### config.mk
export PLATFORM = sky130hd
export DESIGN_NAME = mem_port_arbiter
export DESIGN_NICKNAME = d
export VERILOG_FILES = /design/src/rtl/mem_port_arbiter.sv
export SDC_FILE = /design/constraint.sdc
export NUM_CORES = 1
export LEC_CHECK = 0
export ABC_AREA = 0
export BUFFER_PORTS_ARGS = -buffer_cell sky130_fd_sc_hd__buf_2
export CORE_MARGIN = 4
export CORE_UTILIZATION = 46
export CTS_CLUSTER_SIZE = 10
export DETAILED_ROUTE_END_ITERATION = 7
export PLACE_DENSITY = 0.79
export RECOVER_POWER = 100
export SETUP_SLACK_MARGIN = 0.02
export SLEW_MARGIN = 5
export SYNTH_ARGS = -nofsm -noshare
export SYNTH_HDL_FRONTEND = slang
export SYNTH_SLANG_ARGS = --single-unit
### constraint.sdc
create_clock -name CLK -period 1.8 [get_ports CLK]
set_input_delay 0.09 -clock CLK [delete_from_list [all_inputs] [get_ports CLK]]
set_output_delay 0.09 -clock CLK [all_outputs]
set_load 0.005 [all_outputs]
### src/rtl/mem_port_arbiter.sv
// Shares one memory port between instruction fetch and data access.
// Data wins over fetch, bounded by a streak guard; fixed memory latency.
module mem_port_arbiter #(
  parameter int AW         = 32,
  parameter int DW         = 32,
  parameter int LAT        = 1,
  parameter int MAX_STREAK = 4
) (
  input  logic          CLK,
  input  logic          Reset,
  input  logic          i_req,
  input  logic [AW-1:0] i_addr,
  output logic [DW-1:0] i_rdata,
  output logic          i_ack,
  input  logic          d_req,
  input  logic          d_we,
  input  logic [AW-1:0] d_addr,
  input  logic [DW-1:0] d_wdata,
  output logic [DW-1:0] d_rdata,
  output logic          d_ack,
  output logic          mem_en,
  output logic          mem_we,
  output logic [AW-1:0] mem_addr,
  output logic [DW-1:0] mem_wdata,
  input  logic [DW-1:0] mem_rdata,
  output logic          busy
);

  localparam int CW = (LAT > 1) ? $clog2(LAT) : 1;
  localparam int SW = $clog2(MAX_STREAK + 1);

  typedef enum logic [1:0] {
    IDLE,
    BUSY,
    DONE
  } state_t;

  state_t          r_state, w_state;
  logic [CW-1:0]   r_cnt, w_cnt;
  logic [SW-1:0]   r_streak, w_streak;
  logic            r_own_d, w_own_d;
  logic            r_mem_en, w_mem_en;
  logic            r_mem_we, w_mem_we;
  logic [AW-1:0]   r_mem_addr, w_mem_addr;
  logic [DW-1:0]   r_mem_wdata, w_mem_wdata;
  logic [DW-1:0]   r_i_rdata, w_i_rdata;
  logic [DW-1:0]   r_d_rdata, w_d_rdata;
  logic            r_i_ack, w_i_ack;
  logic            r_d_ack, w_d_ack;
  logic            r_busy, w_busy;
  logic            w_grant_d;
  logic            w_sat;

  assign w_sat     = (r_streak == SW'(MAX_STREAK));
  // Fetch only overtakes a pending data request once the streak saturates
  assign w_grant_d = d_req && !(i_req && w_sat);

  always_comb begin
    w_state     = r_state;
    w_cnt       = r_cnt;
    w_streak    = r_streak;
    w_own_d     = r_own_d;
    w_mem_en    = r_mem_en;
    w_mem_we    = r_mem_we;
    w_mem_addr  = r_mem_addr;
    w_mem_wdata = r_mem_wdata;
    w_i_rdata   = r_i_rdata;
    w_d_rdata   = r_d_rdata;
    w_i_ack     = 1'b0;
    w_d_ack     = 1'b0;
    unique case (r_state)
      IDLE: begin
        if (i_req || d_req) begin
          w_state  = BUSY;
          w_mem_en = 1'b1;
          w_cnt    = CW'(LAT - 1);
          w_own_d  = w_grant_d;
          if (w_grant_d) begin
            w_mem_we    = d_we;
            w_mem_addr  = d_addr;
            w_mem_wdata = d_wdata;
            if (!i_req)
              w_streak = '0;
            else if (!w_sat)
              w_streak = r_streak + SW'(1);
          end else begin
            w_mem_we   = 1'b0;
            w_mem_addr = i_addr;
            w_streak   = '0;
          end
        end
      end
      BUSY: begin
        if (r_cnt != '0) begin
          w_cnt = r_cnt - CW'(1);
        end else begin
          w_state  = DONE;
          w_mem_en = 1'b0;
          w_mem_we = 1'b0;
          if (r_own_d) begin
            w_d_ack = 1'b1;
            if (!r_mem_we)
              w_d_rdata = mem_rdata;
          end else begin
            w_i_ack   = 1'b1;
            w_i_rdata = mem_rdata;
          end
        end
      end
      DONE:    w_state = IDLE;
      default: w_state = IDLE;
    endcase
    w_busy = (w_state != IDLE);
  end

  always_ff @(posedge CLK) begin
    if (Reset) begin
      r_state     <= IDLE;
      r_cnt       <= '0;
      r_streak    <= '0;
      r_own_d     <= 1'b0;
      r_mem_en    <= 1'b0;
      r_mem_we    <= 1'b0;
      r_mem_addr  <= '0;
      r_mem_wdata <= '0;
      r_i_rdata   <= '0;
      r_d_rdata   <= '0;
      r_i_ack     <= 1'b0;
      r_d_ack     <= 1'b0;
      r_busy      <= 1'b0;
    end else begin
      r_state     <= w_state;
      r_cnt       <= w_cnt;
      r_streak    <= w_streak;
      r_own_d     <= w_own_d;
      r_mem_en    <= w_mem_en;
      r_mem_we    <= w_mem_we;
      r_mem_addr  <= w_mem_addr;
      r_mem_wdata <= w_mem_wdata;
      r_i_rdata   <= w_i_rdata;
      r_d_rdata   <= w_d_rdata;
      r_i_ack     <= w_i_ack;
      r_d_ack     <= w_d_ack;
      r_busy      <= w_busy;
    end
  end

  assign i_rdata   = r_i_rdata;
  assign i_ack     = r_i_ack;
  assign d_rdata   = r_d_rdata;
  assign d_ack     = r_d_ack;
  assign mem_en    = r_mem_en;
  assign mem_we    = r_mem_we;
  assign mem_addr  = r_mem_addr;
  assign mem_wdata = r_mem_wdata;
  assign busy      = r_busy;

endmodule

==> results of run 1 <==
## power by group through the flow
stage | registers, mW | logic, mW | clock network (mW)
2_1_floorplan | 3.47 | 0.536 | 0
3_3_place_gp | 3.46 | 1.06 | 0
3_5_place_dp | 3.47 | 1.07 | 0
4_1_cts | 3.40 | 1.28 | 3.62
5_1_grt | 3.44 | 1.42 | 3.78
6_report | 3.42 | 1.32 | 3.58
## path summary, 6_finish.rpt
path / start / to / cells past startpoint
setup / recovery: r_state[1] / mem_wdata[29] / 5
hold / removal: i_req / r_streak[2] / 3
setup reg to reg: r_state[1] / mem_wdata[29] / 5
hold reg to reg: d_rdata[24] / d_rdata[24] / 2
## cells in the mapped netlist (2+ instances only)
master	count	area [um2]
dfxtp_1	139	2780
inv_1	3	11.3
a311oi_1	32	280
nand2_1	99	372
o21ai_1	23	115
o21ai_0	74	370
nand2b_1	33	206
clkbuf_1	34	128
nand3_1	33	165
nand4b_1	33	289
a21oi_1	101	505
buf_2	31	155
nor2_1	4	15.0
ha_1	2	25.0
clkbuf_2	5	25.0
## metal layers
metal | GRT usage [%] | vias to the layer above
met5 | 0 | -
met1 | 34.0 | 3157
li1 | - | 3108
met3 | 8.28 | 74
met2 | 47.6 | 480
met4 | 15.1 | 0
## sequential cells by signal, indices dropped and copies added, names as in the netlist
name	count
r_streak	3
busy	1
mem_addr	32
r_own_d	1
i_rdata	32
mem_we	1
d_rdata	32
i_ack	1
mem_en	1
r_state	2
mem_wdata	32
d_ack	1
## cell families after synthesis
family	synth area share, %
buffers and inverters	5.86
DFF	49.4
AOI/OAI and AO/OA	23.2
and+or+nand+nor	21.1
adders and majority gates	0.444
## worst register-to-register path: cells and delay by family, from the launching register on
family | cells | cell delay, ns
compound gates | 1 | 0.29
simple gates | 2 | 0.45
flops | 1 | 0.50
buf+inv | 2 | 0.37
## what timing repair did
| item | in CTS | in global routing |
|---|---|---|
| hold buffers | 129 | 0 |
| resized for setup | 0 | 2 |
| setup endpoints to repair | 0 | 36 |
| hold endpoints to repair | 129 | 0 |
## cell usage in the layout (no fill, tap or decap), drive strengths merged, types with 2 or more instances in the layout
cell type / synthesis / final
buf: 33 / 208
dfxtp: 139 / 139
dlygate4sd3: 0 / 129
clkbuf: 39 / 102
a21oi: 101 / 101
nand2: 99 / 99
o21ai: 97 / 97
nand2b: 33 / 33
nand4b: 33 / 33
nand3: 33 / 33
a311oi: 32 / 32
nor2: 5 / 6
clkinv: 0 / 5
inv: 3 / 4
bufinv: 0 / 3
nor3b: 2 / 2
ha: 2 / 2
or2: 2 / 2
nor3: 2 / 2
## final cells by class
| class | instances | area (um2) |
|---|---|---|
| Antenna cell | 1 | 2.50 |
| Tap cell | 147 | 184 |
| Inverter | 3 | 11.3 |
| Sequential cell | 139 | 2780 |
| Fill cell | 850 | 3080 |
| Multi-Input combinational cell | 454 | 2550 |
| Clock inverter | 10 | 139 |
| Timing Repair Buffer | 417 | 2790 |
| Clock buffer | 22 | 474 |
==> results.cfg, run 1 <==
[drt]
met3_length_mm = 2.12
wl_per_cell_um = 17.9
wl_met1_mm = 8.02
drt_pass1_iterations = 7
ant_nets = 0
drc = 0
drt_iter0_drc = 727
wl_met2_mm = 10.4
top_layer = met4
viasPerCell = 5.72
totalWireLength_mm = 21.3
vias = 6819

[synthesis]
synth_edf_count = 0
yosysSeqAreaShare_pct = 49.4
ys_ff_latch = 139
postSynthCellCount = 667
synth_warnings = 0
synthArstFlopShare_pct = 0
netlist_area_um2 = 5640
synth_nets = 802
yosysUniqueCellTypes = 36
synth_ff_type = dfxtp_1
avgSynthCellArea_um2 = 8.45

[critical_path]
worstPathArrival_ns = 2.01
critPathKind = reg2reg
endpoint_kind = register
cp_num_buf_inv = 2
cp-start-kind = register
reg2reg_slack_ns = 0.09
required_ns = 2.11
worst_path_largest_cell_delay_ns = 0.50
crit_chain = or2_0, buf_4, nor3_2, buf_12, o21ai_0
critical_path.top_delay_family = flip-flops
cp_max_fo = 32
cp_slowest_cell = dfxtp_1

[job]
maxCapViolations = 0

[placed_design]
dp_slack_ns = 0.0623
routabilityCongestion = 0.801
placed_cells = 1030
io_buffer_count = 265
place_area_um2 = 7120
post-dp-hpwl_mm = 11.6

[clock_network]
path_clk_slew_ns = 0.06
cts_made_buffers = 17
cts_tree = built
cts_sinks = 139
cts-root-buf = clkbuf_16
clk_latency_ns = 0.41
postCtsSetupBuffers = 0
cts_max_level = 4
cts_buffer_depth = 2

[die]
die_y_um = 119
fp.dieW_um = 119
start_util_pct = 46.9
std_cell_rows = 40
dieArea_um2 = 14100
ioPinCount = 266
fp.coreArea_um2 = 12000

[power]
power_density_nw_per_um2 = 931
vdd_drop_max_mv = 0.539
p_comb_share_pct = 15.8
clock_power_share_pct = 43.1
p_sw_share_pct = 25.2
seqPwrFrac_pct = 41.1
power.leakage_nw = 3.59
power.internal_mw = 6.22
power.switching_mw = 2.10
finalPower_mw = 8.31

[finish]
drive_above_1_share_pct = 23.7
synthToLayoutAreaGrowth_pct = 58.5
fin_cells = 1193
post-route-util_pct = 74.3
finalNetCount = 1167
fin_area_um2 = 8930

[sta]
setup_viol = 0
slew_headroom_pct = 51.2
fin_ws_ns = 0.0938
hold_slack_ns = 0.0517
fin_worst_skew_ns = 0.0113
hold_viol_final = 0
worst_slew_pin_slew_ns = 0.733
fmax_mhz = 586
period_needed_ns = 1.71
rsz0062_at_grt = no
final_max_slew_viol_count = 0
fin_crit_sh_pct = 94.8
setup_tns_ns = 0

[grt]
grt_usage_pct = 28.9
grt_max_degree = 59
antenna_found_initial = 0
first_global_vias = 6657
overflow = 0
grt_pass1_wl_mm = 33.6

[outcome]
status = complete, no violations

[worst_hold_path]
holdCritPathClass = in2reg
Power figures use the tool's default switching activity.
==> run 2: changes to the inputs <==
- CORE_UTILIZATION: 46 -> 30
- PLACE_DENSITY: 0.79 -> not set
==> run 2 against run 1 <==
Against the previous run: combinational power hardly changed; first-iteration DRC count is 61% lower; final cell count is 6.7% higher; flip-flop and latch count stayed put; utilization is 25 points lower; count of clock-buffer cells in the layout is 4 lower; sequential power hardly changed; via count is 5.3% lower; largest cell class is now sequential cells.
==> results.cfg, run 2 (synthesized netlist as in run 1, its figures left out) <==
[outcome]
status = complete, no violations

[sta]
fin_crit_sh_pct = 97.7
rsz0062_at_grt = no
hold_viol_final = 0
setup_tns_ns = 0
setup_viol = 0
fin_worst_skew_ns = 0.0104
hold_slack_ns = 0.0411
slew_headroom_pct = 40.1
period_needed_ns = 1.76
worst_slew_pin_slew_ns = 0.898
fmax_mhz = 569
final_max_slew_viol_count = 0

[critical_path]
cp_max_fo = 17
cp-start-kind = register
worstPathArrival_ns = 2.00
worst_path_largest_cell_delay_ns = 0.74
critPathKind = reg2reg
required_ns = 2.04
endpoint_kind = register
critical_path.top_delay_family = simple AND/OR/NAND/NOR gates
cp_num_buf_inv = 0
cp_slowest_cell = nor2_2
crit_chain = or2_0, nor2_2, a311oi_1

[placed_design]
io_buffer_count = 265
post-dp-hpwl_mm = 12.5
routabilityCongestion = 0.754

[clock_network]
clk_latency_ns = 0.42
cts-root-buf = clkbuf_16
cts_buffer_depth = 2
path_clk_slew_ns = 0.06
postCtsSetupBuffers = 0
cts_sinks = 139
cts_made_buffers = 17
cts_tree = built
cts_max_level = 4
postCtsResizedCells = 0

[grt]
overflow = 0
grt_usage_pct = 19.0
antenna_found_initial = 1
grt_max_degree = 66
first_global_vias = 6399
grt_pass1_wl_mm = 33.1

[die]
std_cell_rows = 49
start_util_pct = 30.9
fp.coreArea_um2 = 18200
fp.dieW_um = 145
die_y_um = 145
dieArea_um2 = 21000
ioPinCount = 266

[worst_hold_path]
holdCritPathClass = in2reg

[drt]
vias = 6458
wl_per_cell_um = 16.5
totalWireLength_mm = 21.0
ant_nets = 0
drt_pass1_iterations = 5
drt_iter0_drc = 282
viasPerCell = 5.07
drc = 0

[finish]
finalNetCount = 1166
mostFrequentLayoutCells = 167 x buf_2, 139 x dfxtp_1, 129 x dlygate4sd3_1, 101 x a21oi_1, 99 x nand2_1
nFillCells = 1770
drive_above_1_share_pct = 21.7
post-route-util_pct = 49.1
synthToLayoutAreaGrowth_pct = 58.6
layout_commonest_cell = buf_2

[power]
power.leakage_nw = 3.49
finalPower_mw = 8.11
power_density_nw_per_um2 = 907
vdd_drop_max_mv = 0.606

[job]
maxCapViolations = 0
## run 2: cell types whose count changed in the layout (fill, tap and decap cells not counted), sizes merged
cell,previous run,this run
buf,208,187
bufinv,3,2
clkbuf,102,118
clkinv,5,7
inv,4,6
## run 2: area by class of cell
cell class                      count  area, um2  area share (%)
Clock buffer                       18        429            4.80
Sequential cell                   139       2780            31.1
Tap cell                          229        287            3.21
Inverter                            3       11.3           0.126
Clock inverter                     13        144            1.61
Timing Repair Buffer              416       2750            30.8
Antenna cell                        1       2.50          0.0280
Multi-Input combinational cell    454       2530            28.3
## run 2: path summary, 6_finish.rpt
path,from,end,slack (ns),depth (start not counted)
hold reg to reg,d_rdata[14],d_rdata[14],0.45,2
hold / removal,i_req,r_streak[2],0.04,3
setup reg to reg,r_state[0],mem_addr[21],0.04,3
setup / recovery,r_state[0],mem_addr[21],0.04,3
## run 2: routing by layer
layer	GRT usage, %	part of all wire (%)	up-vias
li1	-	-	3105
met1	22.6	42	3020
met2	31.7	48	291
met3	6.52	7.5	42
met4	7.17	2.3	0
met5	0	0	-
## run 2: metrics by stage
stage / std cells / cell area [um2] / worst slack (ns)
2_1_floorplan: 667 / 5640 / 0.367
3_3_place_gp: 1111 / 7220 / 0.205
3_5_place_dp: 1111 / 7220 / 0.153
4_1_cts: 1271 / 9090 / 0.145
5_1_grt: 1273 / 8940 / 0.0252
6_report: 1273 / 8940 / 0.0417
## run 2: worst register-to-register path: stages, from the launching register on
cell and delay (ns):
dfxtp_1 0.31, or2_0 0.34, nor2_2 0.74, a311oi_1 0.20
## run 2: where the power goes
part	total (mW)	leakage [nW]	switching, mW	internal [mW]
clock	3.42	0.281	1.37	2.04
sequential	3.40	1.14	0.112	3.29
combinational	1.29	2.07	0.665	0.629
total	8.11	3.49	2.15	5.96
## run 2: timing repair
| action | in CTS | in global routing |
|---|---|---|
| setup endpoints to repair | 0 | 2 |
| hold endpoints to repair | 129 | 0 |
| hold buffers | 129 | 0 |
==> run 3: changes to the inputs <==
- SETUP_SLACK_MARGIN: 0.02 -> 0.3
==> run 3 against run 2 <==
Against the previous run: power grew 0.62%; via count rose by 1.4%; fmax up 10%; clock power is essentially flat; utilization is 1.1 points higher; clock skew about the same; first-iteration DRC count rose by 12%; combinational power rose by 4%; wire length rose by 3.5%; die area stayed put; critical path depth increased by 3.
==> results.cfg, run 3 (synthesized netlist as in run 1, its figures left out) <==
[clock_network]
cts_buffer_depth = 2
cts_made_buffers = 17
clk_latency_ns = 0.42
cts_tree = built
cts-root-buf = clkbuf_16
path_clk_slew_ns = 0.06
cts_max_level = 4
cts_sinks = 139

[critical_path]
critical_path.top_delay_family = buffers and inverters
required_ns = 2.10
cp_max_fo = 8
cp_slowest_cell = or2_0
worst_r2r_endpoint = mem_wdata[30]
cpMostUsedCell = buf_4
cp_num_buf_inv = 3
critPathKind = reg2reg
worstPathArrival_ns = 1.90
endpoint_kind = register
ff2ff_path_depth = 6
cp-start-kind = register
worst_path_largest_cell_delay_ns = 0.37
reg2reg_slack_ns = 0.20
r2r_start = r_state[0]
crit_chain = or2_0, buf_4, nor3_4, buf_4, clkbuf_16, o21ai_0

[job]
maxCapViolations = 0

[drt]
ant_nets = 0
drc = 0
wl_per_cell_um = 16.9
drt_iter0_drc = 316
totalWireLength_mm = 21.7
viasPerCell = 5.09
drt_pass1_iterations = 5
vias = 6549

[sta]
hold_viol_final = 0
slew_headroom_pct = 54.3
rsz0062_at_grt = yes
fin_worst_skew_ns = 0.0102
worst_slew_pin_slew_ns = 0.685
setup_viol = 0
fmax_mhz = 626
period_needed_ns = 1.60
setup_tns_ns = 0
final_max_slew_viol_count = 0
fin_crit_sh_pct = 88.8

[worst_hold_path]
holdCritPathClass = in2reg
hold_end = r_streak[2]
worstHoldStart = i_req
worstHoldPathCells = 3

[die]
std_cell_rows = 49
fp.dieW_um = 145
die_y_um = 145
start_util_pct = 30.9
dieArea_um2 = 21000
ioPinCount = 266
fp.coreArea_um2 = 18200

[power]
vdd_drop_max_mv = 0.613
power.leakage_nw = 3.58
power.switching_mw = 2.17
power_density_nw_per_um2 = 893
seqPwrFrac_pct = 41.6
clock_power_share_pct = 42.0
p_sw_share_pct = 26.6
p_comb_share_pct = 16.4
power.internal_mw = 5.99

[grt]
grt_pass1_wl_mm = 33.7
overflow = 0
antenna_found_initial = 1
grt_usage_pct = 19.3
grt_max_degree = 66
first_global_vias = 6483

[finish]
multi_input_area_um2 = 2550
regArea_um2 = 2790
layout_commonest_cell = buf_2
nFillCells = 1756
drive_above_1_share_pct = 23.1
mostFrequentLayoutCells = 166 x buf_2, 138 x dfxtp_1, 129 x dlygate4sd3_1, 101 x a21oi_1, 99 x nand2_1
synthToLayoutAreaGrowth_pct = 62.1
fin_area_um2 = 9140
finalNetCount = 1179

[placed_design]
io_buffer_count = 265
place_area_um2 = 7220
post-dp-hpwl_mm = 12.5
routabilityCongestion = 0.754

[outcome]
status = complete, no violations
==> run 3: changes by cell type in the layout (fill, tap and decap cells not counted), moves of 2 or more <==
cell,change
clkbuf_2,+2
inv_2,+2
clkbuf_16,+3
o21ai_0,-14
buf_4,+9
o21ai_1,+13
inv_1,-2
nor3b_4,-2
nor3b_1,+2
==> run 3: what timing repair did <==
action / CTS / global route
endpoints found under the setup margin: 55 / 55
gates cloned: 2 / 5
hold endpoints to repair: 129 / 0
gates resized for setup: 5 / 16
buffers inserted: 2 / 5
pin swaps: 1 / 10
hold buffers: 129 / 0
==> run 3: routing by layer <==
| metal | share of wire, % | routed length (um) | vias up | track usage [%] |
|---|---|---|---|---|
| li1 | - | - | 3136 | - |
| met1 | 42 | 9050 | 3064 | 23.2 |
| met2 | 48 | 10500 | 302 | 32.1 |
| met3 | 7.6 | 1650 | 47 | 6.61 |
| met4 | 2.5 | 549 | 0 | 7.45 |
| met5 | 0 | 0 | - | 0 |
==> run 3: final cells by class <==
cell class | instances | share of cell area [%]
Clock buffer | 18 | 4.70
Tap cell | 229 | 3.14
Antenna cell | 1 | 0.0274
Timing Repair Buffer | 429 | 32.1
Multi-Input combinational cell | 454 | 27.9
Sequential cell | 139 | 30.5
Inverter | 3 | 0.123
Clock inverter | 13 | 1.58
==> run 3: power by group through the flow <==
stage | clock, mW | sequential [mW] | combinational, mW
after floorplan | 0 | 3.47 | 0.536
after global placement | 0 | 3.46 | 1.11
after detailed placement | 0 | 3.46 | 1.11
after CTS | 3.50 | 3.40 | 1.34
after global routing | 3.63 | 3.42 | 1.46
final | 3.43 | 3.40 | 1.34
==> run 3: worst min-delay path, cell delays in order <==
cell,delay (ns)
buf_2,0.16
nand4b_1,0.10
a21oi_1,0.06
==> run 3: worst max path at each step <==
stage                start             to  slack (ns)  cells past startpoint
6_report        r_state[0]  mem_wdata[30]        0.20                      6
2_1_floorplan  r_streak[0]  mem_wdata[10]        0.37                      7
3_3_place_gp    r_state[0]    mem_addr[1]        0.21                      3
5_1_grt         r_state[0]  mem_wdata[27]        0.14                      6
4_1_cts        r_streak[0]   mem_addr[14]        0.30                      6
3_5_place_dp    r_state[0]   mem_addr[12]        0.15                      3
==> run 3: metrics by stage <==
| stage | hold slack, ns | setup WS (ns) | std cells | utilization (%) | total power [mW] |
|---|---|---|---|---|---|
| 3_5_place_dp | 0.351 | 0.153 | 1111 | 39.7 | 4.57 |
| 2_1_floorplan | 0.226 | 0.367 | 667 | - | 4.01 |
| 3_3_place_gp | 0.346 | 0.205 | 1111 | 39.7 | 4.56 |
| 5_1_grt | 0.0748 | 0.144 | 1286 | 50.2 | 8.52 |
| 4_1_cts | 0.0265 | 0.302 | 1275 | 50.3 | 8.24 |
| 6_report | 0.0496 | 0.202 | 1286 | 50.2 | 8.16 |
